[src/rtl/tx_intf_s_axis_to_pl_if.sv]
// AXI-stream bundle carrying DMA words from the PS into the TX stream block.
// The master drives data/valid/last and the slave returns ready.
interface tx_intf_s_axis_to_pl_if #(
    parameter int DATA_WIDTH = 64
);
    logic [DATA_WIDTH-1:0] tdata;
    logic                  tvalid;
    logic                  tlast;
    logic                  tready;

    modport master (output tdata, output tvalid, output tlast, input tready);
    modport slave  (input tdata, input tvalid, input tlast, output tready);
endinterface

[src/rtl/tx_intf_s_axis_to_pl.sv]
// DMA stream to TX buffer: parses the two-word header, forwards payload with backpressure,
// checks length, recovers hung transfers by timeout, and raises a delayed TX-done interrupt.
module tx_intf_s_axis_to_pl #(
    parameter int C_S00_AXIS_TDATA_WIDTH = 64,
    parameter int MAX_BIT_NUM_DMA_SYMBOL = 14
) (
    input  logic                              clk,
    input  logic                              rstn,
    tx_intf_s_axis_to_pl_if.slave             s_axis,
    output logic [C_S00_AXIS_TDATA_WIDTH-1:0] data_to_acc,
    output logic                              data_valid_to_acc,
    input  logic                              acc_ready,
    output logic [15:0]                       pkt_len,
    output logic [7:0]                        pkt_rate,
    output logic                              ht_sgi,
    output logic                              header_valid,
    output logic [MAX_BIT_NUM_DMA_SYMBOL-1:0] num_dma_symbol_expected,
    output logic                              len_err,
    output logic                              s_axis_rst,
    output logic                              s_axis_tlast_timeout,
    input  logic                              tlast_timeout_enable,
    input  logic [12:0]                       timeout_top,
    input  logic                              tsf_pulse_1M,
    input  logic                              tx_done,
    input  logic [14:0]                       count_top,
    output logic                              tx_pkt_intr
);

    localparam int W = MAX_BIT_NUM_DMA_SYMBOL;
    localparam logic [W-1:0] CNT_ZERO = {W{1'b0}};
    localparam logic [W-1:0] CNT_ONE  = {{(W-1){1'b0}}, 1'b1};
    localparam logic [W-1:0] CNT_TWO  = {{(W-2){1'b0}}, 2'b10};
    localparam logic [W-1:0] CNT_MAX  = {W{1'b1}};

    typedef enum logic [2:0] {
        IDLE         = 3'd0,
        HDR0         = 3'd1,
        HDR1         = 3'd2,
        PAYLOAD      = 3'd3,
        DRAIN        = 3'd4,
        WAIT_TX_DONE = 3'd5,
        RST_WAIT     = 3'd6
    } state_t;

    state_t         state_r;
    state_t         next_state_s;

    logic [W-1:0]   timer_r;
    logic [W-1:0]   word_cnt_r;
    logic [W-1:0]   payload_exp_r;
    logic [2:0]     rst_cnt_r;
    logic           s_axis_rst_r;
    logic           timeout_pulse_r;
    logic [15:0]    pkt_len_r;
    logic [7:0]     pkt_rate_r;
    logic           ht_sgi_r;
    logic           header_valid_r;
    logic [W-1:0]   num_exp_r;
    logic           len_err_r;
    logic [14:0]    intr_cnt_r;
    logic           intr_active_r;
    logic           intr_r;

    logic           tready_s;
    logic           dvalid_s;
    logic           hs_s;
    logic           timeout_s;
    logic           timer_active_s;
    logic           last_word_s;
    logic           set_len_err_s;
    logic [W-1:0]   hdr_ceil_s;

    assign hdr_ceil_s  = {{(W-13){1'b0}}, s_axis.tdata[15:3]}
                       + {{(W-1){1'b0}}, (s_axis.tdata[2:0] != 3'b000)};
    assign last_word_s = ((word_cnt_r + CNT_ONE) == payload_exp_r);

    // State register
    always_ff @(posedge clk or negedge rstn) begin
        if (!rstn) begin
            state_r <= IDLE;
        end else begin
            state_r <= next_state_s;
        end
    end

    // Next state, ready/valid decode and timeout override
    always_comb begin
        next_state_s   = state_r;
        tready_s       = 1'b0;
        dvalid_s       = 1'b0;
        set_len_err_s  = 1'b0;
        timer_active_s = (state_r == HDR0) || (state_r == HDR1) ||
                         (state_r == PAYLOAD) || (state_r == DRAIN);
        timeout_s      = timer_active_s && tlast_timeout_enable &&
                         (timer_r > {{(W-13){1'b0}}, timeout_top});
        case (state_r)
            IDLE: begin
                if (s_axis.tvalid) next_state_s = HDR0;
                else               next_state_s = IDLE;
            end
            HDR0: begin
                tready_s = 1'b1;
                if (s_axis.tvalid) next_state_s = HDR1;
                else               next_state_s = HDR0;
            end
            HDR1: begin
                tready_s = 1'b1;
                if (s_axis.tvalid) begin
                    if (payload_exp_r == CNT_ZERO) begin
                        if (s_axis.tlast) begin
                            next_state_s = WAIT_TX_DONE;
                        end else begin
                            set_len_err_s = 1'b1;
                            next_state_s  = DRAIN;
                        end
                    end else if (s_axis.tlast) begin
                        set_len_err_s = 1'b1;
                        next_state_s  = WAIT_TX_DONE;
                    end else begin
                        next_state_s = PAYLOAD;
                    end
                end else begin
                    next_state_s = HDR1;
                end
            end
            PAYLOAD: begin
                tready_s = acc_ready;
                dvalid_s = s_axis.tvalid;
                if (s_axis.tvalid && acc_ready) begin
                    if (last_word_s) begin
                        if (s_axis.tlast) begin
                            next_state_s = WAIT_TX_DONE;
                        end else begin
                            set_len_err_s = 1'b1;
                            next_state_s  = DRAIN;
                        end
                    end else if (s_axis.tlast) begin
                        set_len_err_s = 1'b1;
                        next_state_s  = WAIT_TX_DONE;
                    end else begin
                        next_state_s = PAYLOAD;
                    end
                end else begin
                    next_state_s = PAYLOAD;
                end
            end
            DRAIN: begin
                tready_s = 1'b1;
                if (s_axis.tvalid && s_axis.tlast) next_state_s = WAIT_TX_DONE;
                else                               next_state_s = DRAIN;
            end
            WAIT_TX_DONE: begin
                if (tx_done) next_state_s = IDLE;
                else         next_state_s = WAIT_TX_DONE;
            end
            RST_WAIT: begin
                if (rst_cnt_r == 3'd7) next_state_s = IDLE;
                else                   next_state_s = RST_WAIT;
            end
            default: begin
                next_state_s = IDLE;
            end
        endcase
        // A timeout wins over any handshake offered in the same cycle
        if (timeout_s) begin
            next_state_s  = RST_WAIT;
            tready_s      = 1'b0;
            dvalid_s      = 1'b0;
            set_len_err_s = 1'b0;
        end else begin
            next_state_s = next_state_s;
        end
        hs_s = s_axis.tvalid && tready_s;
    end

    // Timer, payload word counter and local stream reset sequencing
    always_ff @(posedge clk or negedge rstn) begin
        if (!rstn) begin
            timer_r         <= CNT_ZERO;
            word_cnt_r      <= CNT_ZERO;
            rst_cnt_r       <= 3'd0;
            s_axis_rst_r    <= 1'b0;
            timeout_pulse_r <= 1'b0;
        end else begin
            timeout_pulse_r <= timeout_s;
            if (state_r == IDLE) begin
                timer_r    <= CNT_ZERO;
                word_cnt_r <= CNT_ZERO;
            end else begin
                if (timer_active_s && tsf_pulse_1M && (timer_r != CNT_MAX)) begin
                    timer_r <= timer_r + CNT_ONE;
                end
                if ((state_r == PAYLOAD) && hs_s) begin
                    word_cnt_r <= word_cnt_r + CNT_ONE;
                end
            end
            if (timeout_s) begin
                s_axis_rst_r <= 1'b1;
                rst_cnt_r    <= 3'd0;
            end else if (state_r == RST_WAIT) begin
                rst_cnt_r <= rst_cnt_r + 3'd1;
                if (rst_cnt_r == 3'd7) s_axis_rst_r <= 1'b0;
            end else if (state_r == IDLE) begin
                s_axis_rst_r <= 1'b0;
            end
        end
    end

    // Header capture and sticky length error
    always_ff @(posedge clk or negedge rstn) begin
        if (!rstn) begin
            pkt_len_r      <= 16'd0;
            pkt_rate_r     <= 8'd0;
            ht_sgi_r       <= 1'b0;
            header_valid_r <= 1'b0;
            num_exp_r      <= CNT_ZERO;
            payload_exp_r  <= CNT_ZERO;
            len_err_r      <= 1'b0;
        end else begin
            header_valid_r <= (state_r == HDR0) && hs_s;
            if ((state_r == HDR0) && hs_s) begin
                pkt_len_r     <= s_axis.tdata[15:0];
                pkt_rate_r    <= {s_axis.tdata[20], 3'b000, s_axis.tdata[19:16]};
                ht_sgi_r      <= s_axis.tdata[21];
                payload_exp_r <= hdr_ceil_s;
                num_exp_r     <= hdr_ceil_s + CNT_TWO;
                len_err_r     <= 1'b0;
            end else if (set_len_err_s) begin
                len_err_r <= 1'b1;
            end
        end
    end

    // Interrupt delay: restarted by every tx_done, stops after the single match cycle
    always_ff @(posedge clk or negedge rstn) begin
        if (!rstn) begin
            intr_cnt_r    <= 15'd0;
            intr_active_r <= 1'b0;
            intr_r        <= 1'b0;
        end else if (tx_done) begin
            intr_cnt_r    <= 15'd0;
            intr_active_r <= 1'b1;
            intr_r        <= (count_top == 15'd0);
        end else if (intr_active_r && (intr_cnt_r != count_top)) begin
            intr_cnt_r <= intr_cnt_r + 15'd1;
            intr_r     <= ((intr_cnt_r + 15'd1) == count_top);
        end else begin
            intr_active_r <= 1'b0;
            intr_r        <= 1'b0;
        end
    end

    assign s_axis.tready           = tready_s;
    assign data_to_acc             = s_axis.tdata;
    assign data_valid_to_acc       = dvalid_s;
    assign pkt_len                 = pkt_len_r;
    assign pkt_rate                = pkt_rate_r;
    assign ht_sgi                  = ht_sgi_r;
    assign header_valid            = header_valid_r;
    assign num_dma_symbol_expected = num_exp_r;
    assign len_err                 = len_err_r;
    assign s_axis_rst              = s_axis_rst_r;
    assign s_axis_tlast_timeout    = timeout_pulse_r;
    assign tx_pkt_intr             = intr_r;

endmodule
[src/flat_wrapper.sv]
// flat-port wrapper written by rule: the top's interface ports become plain ports
module tx_intf_s_axis_to_pl_flat 
#(
    parameter int C_S00_AXIS_TDATA_WIDTH = 64,
    parameter int MAX_BIT_NUM_DMA_SYMBOL = 14
)
  (clk, rstn, data_to_acc, data_valid_to_acc, acc_ready, pkt_len, pkt_rate, ht_sgi, header_valid, num_dma_symbol_expected, len_err, s_axis_rst, s_axis_tlast_timeout, tlast_timeout_enable, timeout_top, tsf_pulse_1M, tx_done, count_top, tx_pkt_intr, s_axis_tdata, s_axis_tvalid, s_axis_tlast, s_axis_tready);
  tx_intf_s_axis_to_pl_if s_axis_i ();
  input  logic clk;
  input  logic rstn;
  output logic [C_S00_AXIS_TDATA_WIDTH-1:0] data_to_acc;
  output logic data_valid_to_acc;
  input  logic acc_ready;
  output logic [15:0] pkt_len;
  output logic [7:0] pkt_rate;
  output logic ht_sgi;
  output logic header_valid;
  output logic [MAX_BIT_NUM_DMA_SYMBOL-1:0] num_dma_symbol_expected;
  output logic len_err;
  output logic s_axis_rst;
  output logic s_axis_tlast_timeout;
  input  logic tlast_timeout_enable;
  input  logic [12:0] timeout_top;
  input  logic tsf_pulse_1M;
  input  logic tx_done;
  input  logic [14:0] count_top;
  output logic tx_pkt_intr;
  input wire logic [$bits(s_axis_i.tdata)-1:0] s_axis_tdata;
  input wire logic [$bits(s_axis_i.tvalid)-1:0] s_axis_tvalid;
  input wire logic [$bits(s_axis_i.tlast)-1:0] s_axis_tlast;
  output wire logic [$bits(s_axis_i.tready)-1:0] s_axis_tready;
  assign s_axis_i.tdata = s_axis_tdata;
  assign s_axis_i.tvalid = s_axis_tvalid;
  assign s_axis_i.tlast = s_axis_tlast;
  assign s_axis_tready = s_axis_i.tready;
  tx_intf_s_axis_to_pl #(.C_S00_AXIS_TDATA_WIDTH(C_S00_AXIS_TDATA_WIDTH), .MAX_BIT_NUM_DMA_SYMBOL(MAX_BIT_NUM_DMA_SYMBOL)) u_core (.clk(clk), .rstn(rstn), .s_axis(s_axis_i), .data_to_acc(data_to_acc), .data_valid_to_acc(data_valid_to_acc), .acc_ready(acc_ready), .pkt_len(pkt_len), .pkt_rate(pkt_rate), .ht_sgi(ht_sgi), .header_valid(header_valid), .num_dma_symbol_expected(num_dma_symbol_expected), .len_err(len_err), .s_axis_rst(s_axis_rst), .s_axis_tlast_timeout(s_axis_tlast_timeout), .tlast_timeout_enable(tlast_timeout_enable), .timeout_top(timeout_top), .tsf_pulse_1M(tsf_pulse_1M), .tx_done(tx_done), .count_top(count_top), .tx_pkt_intr(tx_pkt_intr));
endmodule
[config.mk]
export PLATFORM = sky130hd
export DESIGN_NAME = tx_intf_s_axis_to_pl_flat
export DESIGN_NICKNAME = d
export VERILOG_FILES = /design/src/rtl/tx_intf_s_axis_to_pl_if.sv /design/src/rtl/tx_intf_s_axis_to_pl.sv /design/src/flat_wrapper.sv
export SDC_FILE = /design/constraint.sdc
export NUM_CORES = 1
export LEC_CHECK = 0
export ABC_AREA = 1
export CAP_MARGIN = 10
export CORE_ASPECT_RATIO = 1.5
export CORE_MARGIN = 3
export CORE_UTILIZATION = 50
export DETAILED_ROUTE_END_ITERATION = 7
export PLACE_DENSITY = 0.91
export SYNTH_ARGS = -nofsm -noshare
export SYNTH_HDL_FRONTEND = slang
export SYNTH_SLANG_ARGS = --single-unit
[constraint.sdc]
create_clock -name clk -period 3.49 [get_ports clk]
set_input_delay 0.698 -clock clk [delete_from_list [all_inputs] [get_ports clk]]
set_output_delay 0.698 -clock clk [all_outputs]
set_load 0.01 [all_outputs]
==> metrics.md <==
| Metric | Value |
|---|---|
| Status | complete, no violations |
| Max Cap Viol | 0 |
| Starting Density | 51.0% |
| Ports | 210 |
| CTS tree | built |
| Unique masters post-synth | 47 |
| DRT iter0 DRCs | 373 |
| Root buffer cell | clkbuf_16 |
| Endpoints failing hold | 0 |
| Grt ovf | 0 |
| Met1 Use GR | 23.0% |
| P&R area growth vs syn | 16.8% |
| ANT cells | 0 |
| Post-DP HPWL | 14.0 mm |
| Post-synthesis adder-cell area fraction | 4.20% |
| Avg Inst Size Synth | 7.05 um2 |
| Maximum vdd drop | 0.000346 V |
| Leak pwr | 4.20 nW |
| Share of cells above drive strength 1 | 5.72% |
| Final setup viols | 0 |
| Post-synthesis mux area share | 0% |
| DR vias | 6936 |
| Core Util, Final | 59.6% |
| Port Buffers | 122 |
| Unrepaired setup endpoints after global routing | false |
| Post-synth top area share | 35.0% |
| Deepest clock path buffer count | 2 |
| DR WL/cell | 14.0 um |
| Total core area | 14600 um2 |
| CP most frequent cell | nor2_1 |
| Vias in the first global route | 6757 |
| Simple logic cell fraction of the synthesized area | 33.0% |
| H-tree depth | 3 |
| Clock Sinks | 104 |
| Fmax | 0.302 GHz |
| CP Class | in2out |
| Synth area leader | dfrtp_1 |
| Worst-Margin Slew | 763 ps |
| Async SR Flop Fraction | 100% |
| Remaining antenna violation count | 0 |
| Post-Syn Instances | 1056 |
| Pwr Density | 529 nW/um2 |
| Dpl ws | -239 ps |
| Clock transition at the registers of the reported paths | 80 ps |
| # rows | 54 |
| Crit path cell chain | clkdlybuf4s50_1 -> inv_1 -> ha_1 -> nand2_1 -> nor2_1 -> nand3_1 -> nor2_1 -> nor2_1 -> nand2_2 -> buf_6 -> nand2_1 -> inv_1 -> clkdlybuf4s15_1 |
| Met2 usage | 43.2% |
| Largest net degree at the start of global routing | 69 |
| Fill count | 1359 |
| Fin cells | 1315 |
| GP Congestion | 0.967 |
| Flops & latches, synth | 104 |
| GR Layer Usage met3 | 3.32% |
| Post-synth EDFFs | 0 |
| Synth Warn # | 0 |
| Die ar. | 16400 um2 |
| DRT Pass-1 Iters | 5 |
| Post-Route WL | 18.4 mm |
| GRT Total Usage | 22.5% |
| Largest cells by area after synthesis | dfrtp_1, nand2_1, buf_4 |
| First-pass GRT wire length | 30.1 mm |
| Slew Viols, Final | 0 |
| CP max-delay cell | clkdlybuf4s50_1 |
| Setup TNS | 0 ps |
| Die X | 106 um |
| GRT Max-Usage Layer | met2 |
| Nets@finish | 1239 |
| Worst-path fanout max | 12 |
| Top_reg_cell synth | dfrtp_1 |
| Post-Synth XOR/XNOR Area | 4.39% |
| Die H | 155 um |
| Cells after DPL | 1299 |
| Post-CTS Setup Inserts | 0 |
| Worst path required time | 2790 ps |
| Hold buffer count at CTS | 0 |
| Crit path time final | 3310 ps |
| Worst-Skew Late Latency | 350 ps |
| Clock skew | 9.30 ps |
| Compound-Gate Fraction of Synth Area | 8.21% |
| Initial antenna violation count | 0 |
| Main combinational cell family by area after synthesis | simple AND/OR/NAND/NOR gates |
| Final worst-path cycle share | 94.8% |
| Sequential area share after synthesis | 35.0% |
| Setup ws final | 183 ps |
| CP endpoint kind | output port |
| Hold WC Path Type | in2async |
| CP max stage delay | 450 ps |
| Post-DR vias/cell | 5.27 |
| Number of remaining DRC errors | 0 |
| Num CTS Buffers | 9 |
| Netlist Area Pre-Place | 7440 um2 |
| Slew margin rel. | 49.1% |
| Worst Path Arrival | 2610 ps |
| CP startpoint kind | input pin |
[flip-flops by register name, indices dropped and copies added, names as in the netlist, 3 cells and up]
signal                          count
u_core.pkt_rate                     5
u_core.num_dma_symbol_expected     13
u_core.timer_r                     14
u_core.intr_cnt_r                  15
u_core.rst_cnt_r                    3
u_core.word_cnt_r                  14
u_core.pkt_len                     16
u_core.state_r                      3
u_core.payload_exp_r               14
[power breakdown]
group / internal, mW / leakage, nW / switching, mW / total, mW
Combinational: 0.850 / 2.70 / 1.02 / 1.87
Clock: 0.498 / 0.136 / 0.493 / 0.991
Sequential: 1.52 / 1.36 / 0.217 / 1.74
[critical path, delay by kind of cell]
kind | cells | cell delay (ps)
adder cells (fa/ha/maj) | 1 | 280
buffers and inverters | 5 | 930
AND/OR/NAND/NOR | 7 | 690
[cell usage after synthesis, types with 2 or more instances]
library cell,instances
nand2_1,315
inv_1,129
dfrtp_1,104
nor2_1,90
nand3_1,87
buf_4,71
o21ai_0,64
ha_1,25
nand4_1,20
xor2_1,18
a21oi_1,17
nand2_2,12
nor3_1,11
o21ai_1,11
xnor2_1,9
buf_2,7
nor2_4,6
o22ai_1,6
nor2_2,5
nor4_1,5
inv_2,4
nand3b_1,4
buf_6,3
clkbuf_1,3
nand3_2,3
o21bai_1,3
o31ai_1,3
or2_2,2
[layer usage]
metal  wire, um  vias to the layer above
li1           -                     3404
met1       6770                     3240
met2       9940                      226
met3        860                       66
met4        821                        0
met5          0                        -
[kinds of logic after synthesis]
kind of cell,Yosys count
other cells,1
flops,104
fa+ha+maj,25
xor+xnor,31
compound gates,111
buf+inv,220
simple gates,564
[through the flow]
stage               power [mW]  hold slack (ps)  area [um2]
finish                    4.60              378        8690
CTS                       4.64              400        8690
floorplan                 2.85              402        7450
detailed placement        3.62              458        8390
global placement          3.57              454        8390
global route              4.91              418        8690
[placed cells by master (no fill, tap or decap), drive strengths merged, types with 10 or more instances in the layout]
cell,count
nand2,327
inv,135
clkdlybuf4s50,119
dfrtp,104
nor2,102
nand3,90
o21ai,75
ha,25
nand4,21
xor2,20
a21oi,17
nor3,11
buf,10
[worst paths after layout]
check | depth (start not counted) | end | slack (ps) | from
min in group clk | 2 | u_core.pkt_rate[1] | 470 | u_core.pkt_rate[1]
worst min register to register | 2 | u_core.pkt_rate[1] | 470 | u_core.pkt_rate[1]
worst max-delay path | 13 | s_axis_tready | 180 | timeout_top[5]
worst max register to register | 16 | u_core.len_err | 740 | u_core.word_cnt_r[0]
max in group asynchronous | 2 | u_core.pkt_len[14] | 2370 | rstn
worst min-delay path | 1 | u_core.timer_r[5] | 380 | rstn
[area by class of cell]
| cell class | count | area [um2] | area share [%] |
|---|---|---|---|
| sequential | 104 | 2600 | 29.9 |
| tap | 196 | 245 | 2.82 |
| clock inverter | 7 | 63.8 | 0.734 |
| inverter | 134 | 503 | 5.79 |
| timing repair buffer | 131 | 1330 | 15.3 |
| multi-input combinational | 734 | 3720 | 42.9 |
| clock buffer | 9 | 225 | 2.59 |
[timing repair]
action / CTS / global route
gates resized for setup: 4 / 1
pin swaps: 0 / 2
endpoints found under the setup margin: 2 / 2
(Power assumes the default switching activity.)
